## src/rtl/link_ber_monitor_if.sv

```systemverilog
// Bundles the stimulus and readout signals of link_ber_monitor.
// The master drives the bit stream and controls, and the slave returns the measurement.
interface link_ber_monitor_if #(
    parameter int CAP_W = 8,
    parameter int LAT_W = 7,
    parameter int CNT_W = 16
);
    logic             start;
    logic             bit_en;
    logic             tx_bit;
    logic             rx_bit;
    logic [LAT_W-1:0] latency;
    logic             locked;
    logic             done;
    logic [CAP_W-1:0] capture;
    logic [CNT_W-1:0] err_count;
    logic [CNT_W-1:0] bit_count;
    logic [2:0]       state;

    modport master (
        output start, bit_en, tx_bit, rx_bit, latency,
        input  locked, done, capture, err_count, bit_count, state
    );

    modport slave (
        input  start, bit_en, tx_bit, rx_bit, latency,
        output locked, done, capture, err_count, bit_count, state
    );
endinterface

```

## src/rtl/link_ber_monitor.sv

```systemverilog
// Link BER monitor. It delays tx by a programmable latency and lets the link settle.
// It then hunts for alignment, captures an rx snapshot and counts bit errors over a fixed window.
module link_ber_monitor #(
    parameter int CAP_W       = 8,
    parameter int LOCK_THRESH = 6,
    parameter int SETTLE_BITS = 80,
    parameter int MAX_LAT     = 64,
    parameter int LAT_W       = 7,
    parameter int HUNT_MAX    = 1024,
    parameter int WIN_BITS    = 4096,
    parameter int CNT_W       = 16
) (
    input  logic           clk,
    input  logic           reset,
    link_ber_monitor_if.slave bus
);

    typedef enum logic [2:0] {
        S_IDLE    = 3'd0,
        S_SETTLE  = 3'd1,
        S_HUNT    = 3'd2,
        S_MEASURE = 3'd3,
        S_DONE    = 3'd4
    } state_e;

    localparam int FILL_W = $clog2(CAP_W + 1);
    localparam int PH_MAX = (SETTLE_BITS > HUNT_MAX)
                          ? ((SETTLE_BITS > WIN_BITS) ? SETTLE_BITS : WIN_BITS)
                          : ((HUNT_MAX > WIN_BITS) ? HUNT_MAX : WIN_BITS);
    localparam int PH_W   = $clog2(PH_MAX + 1);

    state_e             state_q, state_d;
    logic [LAT_W-1:0]   lat_q, lat_d;
    logic [MAX_LAT-1:0] dly_q, dly_d;
    logic [CAP_W-1:0]   rx_win_q, rx_win_d;
    logic [CAP_W-1:0]   ref_win_q, ref_win_d;
    logic [FILL_W-1:0]  fill_q, fill_d;
    logic [PH_W-1:0]    cnt_q, cnt_d;
    logic               locked_q, locked_d;
    logic               done_q, done_d;
    logic [CAP_W-1:0]   capture_q, capture_d;
    logic [CNT_W-1:0]   err_q, err_d;
    logic [CNT_W-1:0]   bits_q, bits_d;

    logic               ref_bit;
    logic [LAT_W-1:0]   lat_clamp;
    logic [CAP_W-1:0]   rx_win_sh, ref_win_sh;
    logic [FILL_W-1:0]  fill_sh;
    logic [FILL_W-1:0]  mism;
    logic               lock_ok;

    // Reference is tx as it was lat_q strobes ago; a latency of zero means tx itself.
    always_comb begin
        ref_bit = bus.tx_bit;
        for (int i = 0; i < MAX_LAT; i++) begin
            if (lat_q == LAT_W'(i + 1)) ref_bit = dly_q[i];
        end
    end

    assign lat_clamp  = (bus.latency > LAT_W'(MAX_LAT)) ? LAT_W'(MAX_LAT) : bus.latency;
    assign rx_win_sh  = {rx_win_q[CAP_W-2:0], bus.rx_bit};
    assign ref_win_sh = {ref_win_q[CAP_W-2:0], ref_bit};
    assign fill_sh    = (fill_q == FILL_W'(CAP_W)) ? fill_q : fill_q + FILL_W'(1);

    always_comb begin
        mism = '0;
        for (int i = 0; i < CAP_W; i++) begin
            mism = mism + FILL_W'(rx_win_sh[i] ^ ref_win_sh[i]);
        end
    end

    assign lock_ok = (fill_sh == FILL_W'(CAP_W)) && (mism <= FILL_W'(CAP_W - LOCK_THRESH));

    always_comb begin
        // NOTE: every next-state signal is defaulted to its register first, so no path can infer a latch.
        state_d   = state_q;
        lat_d     = lat_q;
        dly_d     = dly_q;
        rx_win_d  = rx_win_q;
        ref_win_d = ref_win_q;
        fill_d    = fill_q;
        cnt_d     = cnt_q;
        locked_d  = locked_q;
        done_d    = done_q;
        capture_d = capture_q;
        err_d     = err_q;
        bits_d    = bits_q;

        if (bus.start) begin
            // A strobe arriving together with start is dropped, and the delay line keeps its history.
            state_d   = S_SETTLE;
            lat_d     = lat_clamp;
            cnt_d     = '0;
            locked_d  = 1'b0;
            done_d    = 1'b0;
            capture_d = '0;
            err_d     = '0;
            bits_d    = '0;
        end else if (bus.bit_en && state_q != S_IDLE) begin
            dly_d = {dly_q[MAX_LAT-2:0], bus.tx_bit};
            unique case (state_q)
                S_SETTLE: begin
                    cnt_d = cnt_q + PH_W'(1);
                    if (cnt_q == PH_W'(SETTLE_BITS - 1)) begin
                        state_d   = S_HUNT;
                        cnt_d     = '0;
                        rx_win_d  = '0;
                        ref_win_d = '0;
                        fill_d    = '0;
                    end
                end
                S_HUNT: begin
                    rx_win_d  = rx_win_sh;
                    ref_win_d = ref_win_sh;
                    fill_d    = fill_sh;
                    cnt_d     = cnt_q + PH_W'(1);
                    if (lock_ok) begin
                        state_d   = S_MEASURE;
                        locked_d  = 1'b1;
                        capture_d = rx_win_sh;
                        cnt_d     = '0;
                    end else if (cnt_q + PH_W'(1) == PH_W'(HUNT_MAX)) begin
                        state_d = S_DONE;
                        done_d  = 1'b1;
                    end
                end
                S_MEASURE: begin
                    cnt_d  = cnt_q + PH_W'(1);
                    bits_d = (bits_q == '1) ? bits_q : bits_q + CNT_W'(1);
                    if (bus.rx_bit != ref_bit && err_q != '1) err_d = err_q + CNT_W'(1);
                    // Window length is tracked by cnt_q so a narrow bit_count can saturate harmlessly.
                    if (cnt_q + PH_W'(1) == PH_W'(WIN_BITS)) begin
                        state_d = S_DONE;
                        done_d  = 1'b1;
                    end
                end
                default: ;
            endcase
        end
    end

    always_ff @(posedge clk) begin
        if (reset) begin
            state_q   <= S_IDLE;
            lat_q     <= '0;
            // NOTE: the delay line is cleared on reset so that the reference before the line fills is a defined zero.
            dly_q     <= '0;
            rx_win_q  <= '0;
            ref_win_q <= '0;
            fill_q    <= '0;
            cnt_q     <= '0;
            locked_q  <= 1'b0;
            done_q    <= 1'b0;
            capture_q <= '0;
            err_q     <= '0;
            bits_q    <= '0;
        end else begin
            // NOTE: registers use non-blocking assignment so that all of them update together at the edge.
            state_q   <= state_d;
            lat_q     <= lat_d;
            dly_q     <= dly_d;
            rx_win_q  <= rx_win_d;
            ref_win_q <= ref_win_d;
            fill_q    <= fill_d;
            cnt_q     <= cnt_d;
            locked_q  <= locked_d;
            done_q    <= done_d;
            capture_q <= capture_d;
            err_q     <= err_d;
            bits_q    <= bits_d;
        end
    end

    assign bus.state     = state_q;
    assign bus.locked    = locked_q;
    assign bus.done      = done_q;
    assign bus.capture   = capture_q;
    assign bus.err_count = err_q;
    assign bus.bit_count = bits_q;

endmodule

```

## src/flat_wrapper.sv

```systemverilog
// flat-port wrapper written by rule: the top's interface ports become plain ports
module link_ber_monitor_flat 
#(
    parameter int CAP_W       = 8,
    parameter int LOCK_THRESH = 6,
    parameter int SETTLE_BITS = 80,
    parameter int MAX_LAT     = 64,
    parameter int LAT_W       = 7,
    parameter int HUNT_MAX    = 1024,
    parameter int WIN_BITS    = 4096,
    parameter int CNT_W       = 16
)
  (clk, reset, bus_start, bus_bit_en, bus_tx_bit, bus_rx_bit, bus_latency, bus_locked, bus_done, bus_capture, bus_err_count, bus_bit_count, bus_state);
  link_ber_monitor_if #(.CAP_W(CAP_W), .LAT_W(LAT_W), .CNT_W(CNT_W)) bus_i ();
  input  logic clk;
  input  logic reset;
  input wire logic [$bits(bus_i.start)-1:0] bus_start;
  input wire logic [$bits(bus_i.bit_en)-1:0] bus_bit_en;
  input wire logic [$bits(bus_i.tx_bit)-1:0] bus_tx_bit;
  input wire logic [$bits(bus_i.rx_bit)-1:0] bus_rx_bit;
  input wire logic [$bits(bus_i.latency)-1:0] bus_latency;
  output wire logic [$bits(bus_i.locked)-1:0] bus_locked;
  output wire logic [$bits(bus_i.done)-1:0] bus_done;
  output wire logic [$bits(bus_i.capture)-1:0] bus_capture;
  output wire logic [$bits(bus_i.err_count)-1:0] bus_err_count;
  output wire logic [$bits(bus_i.bit_count)-1:0] bus_bit_count;
  output wire logic [$bits(bus_i.state)-1:0] bus_state;
  assign bus_i.start = bus_start;
  assign bus_i.bit_en = bus_bit_en;
  assign bus_i.tx_bit = bus_tx_bit;
  assign bus_i.rx_bit = bus_rx_bit;
  assign bus_i.latency = bus_latency;
  assign bus_locked = bus_i.locked;
  assign bus_done = bus_i.done;
  assign bus_capture = bus_i.capture;
  assign bus_err_count = bus_i.err_count;
  assign bus_bit_count = bus_i.bit_count;
  assign bus_state = bus_i.state;
  link_ber_monitor #(.CAP_W(CAP_W), .LOCK_THRESH(LOCK_THRESH), .SETTLE_BITS(SETTLE_BITS), .MAX_LAT(MAX_LAT), .LAT_W(LAT_W), .HUNT_MAX(HUNT_MAX), .WIN_BITS(WIN_BITS), .CNT_W(CNT_W)) u_core (.clk(clk), .reset(reset), .bus(bus_i));
endmodule
```

## config.mk

```make
export PLATFORM = sky130hd
export DESIGN_NAME = link_ber_monitor_flat
export DESIGN_NICKNAME = d
export VERILOG_FILES = /design/src/rtl/link_ber_monitor_if.sv /design/src/rtl/link_ber_monitor.sv /design/src/flat_wrapper.sv
export SDC_FILE = /design/constraint.sdc
export NUM_CORES = 1
export LEC_CHECK = 0
export CAP_MARGIN = 10
export CORE_MARGIN = 8
export CORE_UTILIZATION = 48
export CTS_BUF_LIST = sky130_fd_sc_hd__clkbuf_2
export DETAILED_ROUTE_END_ITERATION = 8
export GPL_ROUTABILITY_DRIVEN = 0
export GPL_TIMING_DRIVEN = 0
export PLACE_DENSITY = 0.71
export SYNTH_ARGS = -nofsm -noshare
export SYNTH_HDL_FRONTEND = slang
export SYNTH_SLANG_ARGS = --single-unit
```

## constraint.sdc

```tcl
create_clock -name clk -period 8 [get_ports clk]
set_clock_uncertainty 0.2 [all_clocks]
set_input_delay 1.6 -clock clk [delete_from_list [all_inputs] [get_ports clk]]
set_output_delay 1.6 -clock clk [all_outputs]
set_load 0.02 [all_outputs]
```

==> out/metrics.cfg <==
[detailed_routing]
wirelength_um = 20200
met3_length_um = 1340
first_iter_violations = 569
wire_per_inst_um = 16.6
drc = 0
top_layer = met4
detail-route-antenna-nets = 0
vias = 7106
drt-met1-wl_um = 9550
viasPerCell = 5.82
drt_first_pass_iters = 5
wl_met2_um = 9010

[cts]
insertion_delay_ns = 0.74
cts.repair.resized = 0
post_cts_buffers = 0
htree_levels = 4
numCtsBuffers = 17
clock-sinks = 147
clockBufferDepth = 2
cts_tree = yes
cts_hold_buffers = 0
ctsRootBufferMaster = clkbuf_2
clkTransAtPathRegs_ns = 0.21

[setup_path]
path_delay_family = compound AO/OA/AOI/OAI gates
cp-startpoint = bus_tx_bit
crit_buf_inv = 5
cpPeakStageDelay_ns = 0.47
reg2regPathDepth = 23
setup.worst_path.end = u_core.cnt_q[2]$_SDFFE_PP0P_
r2r_start = u_core.lat_q[6]$_SDFFE_PP0P_
rrSetupSlack_ns = 1.68
endpoint_kind = flip-flop
worst-path-stages = 22
cp.required_ns = 8.43
crit_chain = clkdlybuf4s50_1, a21oi_1, o22ai_1, a2111oi_2, o221a_4, a21oi_1, nor2b_1, xor2_1, fa_1, inv_1, ha_1, inv_1, fa_1, inv_1, a221o_1, nor4_1, mux2_2, or2_2, clkbuf_1, nor3b_1, a21oi_1, nor2_1
crit_arrival_ns = 6.87
path_class = in -> reg
worst-path-max-fanout = 10
reg2reg_to = u_core.cnt_q[2]$_SDFFE_PP0P_
slowest_stage = clkdlybuf4s50_1
critPathLaunchType = input pin

[global_routing]
grt-ovfl-total = 0
grt_pass1_vias = 6574
grt_max_degree = 17
grt_pass1_wl_um = 33200
grt_usage = 0.206
grt_antenna_before_repair = 1

[power]
intPower_w = 0.000938
power_frac_clock = 0.350
power.share.combinational = 0.072
peakVddDrop_v = 0.000143
p_switching_w = 0.000342
leakage_nw = 2.74
p_total_w = 0.00128
p_per_area_nw_per_um2 = 151
p_sw_frac = 0.267
power_frac_seq = 0.578

[synth]
yosysSeqAreaShare = 0.396
synth_area_leaders = dfxtp_1, nand2_1, a21oi_1, nor2_1, o21ai_0
synth_ff_type = dfxtp_1
synth_edf_count = 0
yosysTopAreaCell = dfxtp_1
synth-seq-cells = 147
synth_area_um2 = 7430
synth_common_cells = nand2_1, dfxtp_1, a21oi_1, nor2_1, clkbuf_1
async_flop_share = 0
netlist_instances = 944
synth_cell_type_count = 78
synth_warnings = 0
synth_most_common_cell = nand2_1
syn_nets = 969
syn-mean-instance-area_um2 = 7.87
synth_top_area_share = 0.396

[cells_and_area]
fin_cells = 1220
area_delta_synth_final_pct = 14.1
fin_area_um2 = 8470
fin_nets = 1044
drive_gt1_frac = 0.0601

[placed_design]
postPlaceCellArea_um2 = 8220
placed_cells = 1188
port_buffers = 56
dpl.hpwl_um = 14400

[sta]
max_freq_mhz = 155
slew_violations = 0
fin_tns_setup_ns = 0
fin_crit_sh = 0.805
rsz0062_at_grt = false
setup_viol = 0
max_slew.worst_pin.slew_ns = 0.751
holdWs_ns = 0.274
hold_violations = 0
relSlewSlack = 0.486
fin_crit_ns = 6.44

[status]
status = finished clean

[floorplan]
fp.dieArea_um2 = 19700
start_util = 0.490
die_y_um = 140
io_pins = 58
num_rows = 45
core_um2 = 15100
die_w_um = 140

[min_path]
hold_class = reg -> reg

[job]
maxCapViolCount = 0

-- worst min path at each step --
| stage | slack [ns] | end | startpoint | cells past startpoint |
|---|---|---|---|---|
| after CTS | 0.28 | u_core.dly_q[17]$_SDFFE_PP0P_ | u_core.dly_q[16]$_SDFFE_PP0P_ | 2 |
| final | 0.27 | u_core.dly_q[17]$_SDFFE_PP0P_ | u_core.dly_q[16]$_SDFFE_PP0P_ | 2 |
| after floorplan | 0.24 | u_core.dly_q[60]$_SDFFE_PP0P_ | u_core.dly_q[59]$_SDFFE_PP0P_ | 2 |
| after detailed placement | 0.27 | u_core.dly_q[3]$_SDFFE_PP0P_ | u_core.dly_q[3]$_SDFFE_PP0P_ | 2 |
| after global routing | 0.29 | u_core.dly_q[10]$_SDFFE_PP0P_ | u_core.dly_q[9]$_SDFFE_PP0P_ | 2 |
| after global placement | 0.25 | u_core.bus.locked$_SDFFE_PP0P_ | u_core.bus.locked$_SDFFE_PP0P_ | 2 |
-- power by group through the flow --
stage	combinational, W	sequential (W)	clock (W)
floorplan	0.0000589	0.000753	0
global placement	0.0000902	0.000754	0
detailed placement	0.0000907	0.000754	0
CTS	0.0000909	0.000740	0.000456
global route	0.0000997	0.000741	0.000486
finish	0.0000924	0.000740	0.000448
-- per-layer routing --
layer | vias to the layer above | GRT usage
met4 | 0 | 0.0623
met1 | 3361 | 0.274
met3 | 30 | 0.0612
li1 | 3495 | -
met2 | 220 | 0.315
met5 | - | 0
-- worst min-delay path, cell delays in order, from the launching register on --
cell	delay [ns]
dfxtp_1	0.36
nand2_1	0.06
a21oi_1	0.05
-- cell families after synthesis --
family	Yosys count	synth area share
buffers and inverters	82	0.0473
AO/OA/AOI/OAI	251	0.214
XOR/XNOR	29	0.0342
multiplexers	19	0.0259
flip-flops	147	0.396
adder cells (fa/ha/maj)	12	0.0243
AND/OR/NAND/NOR	404	0.258
-- final cells by class --
cell class	instances	area [µm²]
Fill cell	1463	6670
Multi-Input combinational cell	715	4130
Sequential cell	147	2940
Timing Repair Buffer	56	561
Buffer	61	273
Tap cell	188	235
Clock inverter	14	163
Clock buffer	17	85.1
Inverter	21	78.8
Antenna cell	1	2.50
-- state kept, by name (all words and copies together) (netlist names), 4 cells and up --
| name | flops |
|---|---|
| u_core.ref_win_q | 7 |
| u_core.rx_win_q | 7 |
| u_core.lat_q | 7 |
| u_core.bus.bit_count | 16 |
| u_core.bus.capture | 8 |
| u_core.fill_q | 4 |
| u_core.dly_q | 64 |
| u_core.cnt_q | 13 |
| u_core.bus.err_count | 16 |
-- cells in the final DEF, fill, tap and decap left out, drive strengths merged, types with 18 or more instances in the layout --
cell type      count
dfxtp            147
clkbuf            62
a22oi             18
o21ai             46
nand3             20
nand2            167
xor2              18
nor2              91
inv               23
a21oi            112
clkdlybuf4s50     56
-- through the flow --
stage / worst slack, ns / util
after floorplan: 2.17 / -
after global placement: 0.860 / 0.543
after detailed placement: 0.836 / 0.543
after CTS: 1.67 / 0.559
after global routing: 1.26 / 0.559
final: 1.56 / 0.559
Power figures use the tool's default switching activity.
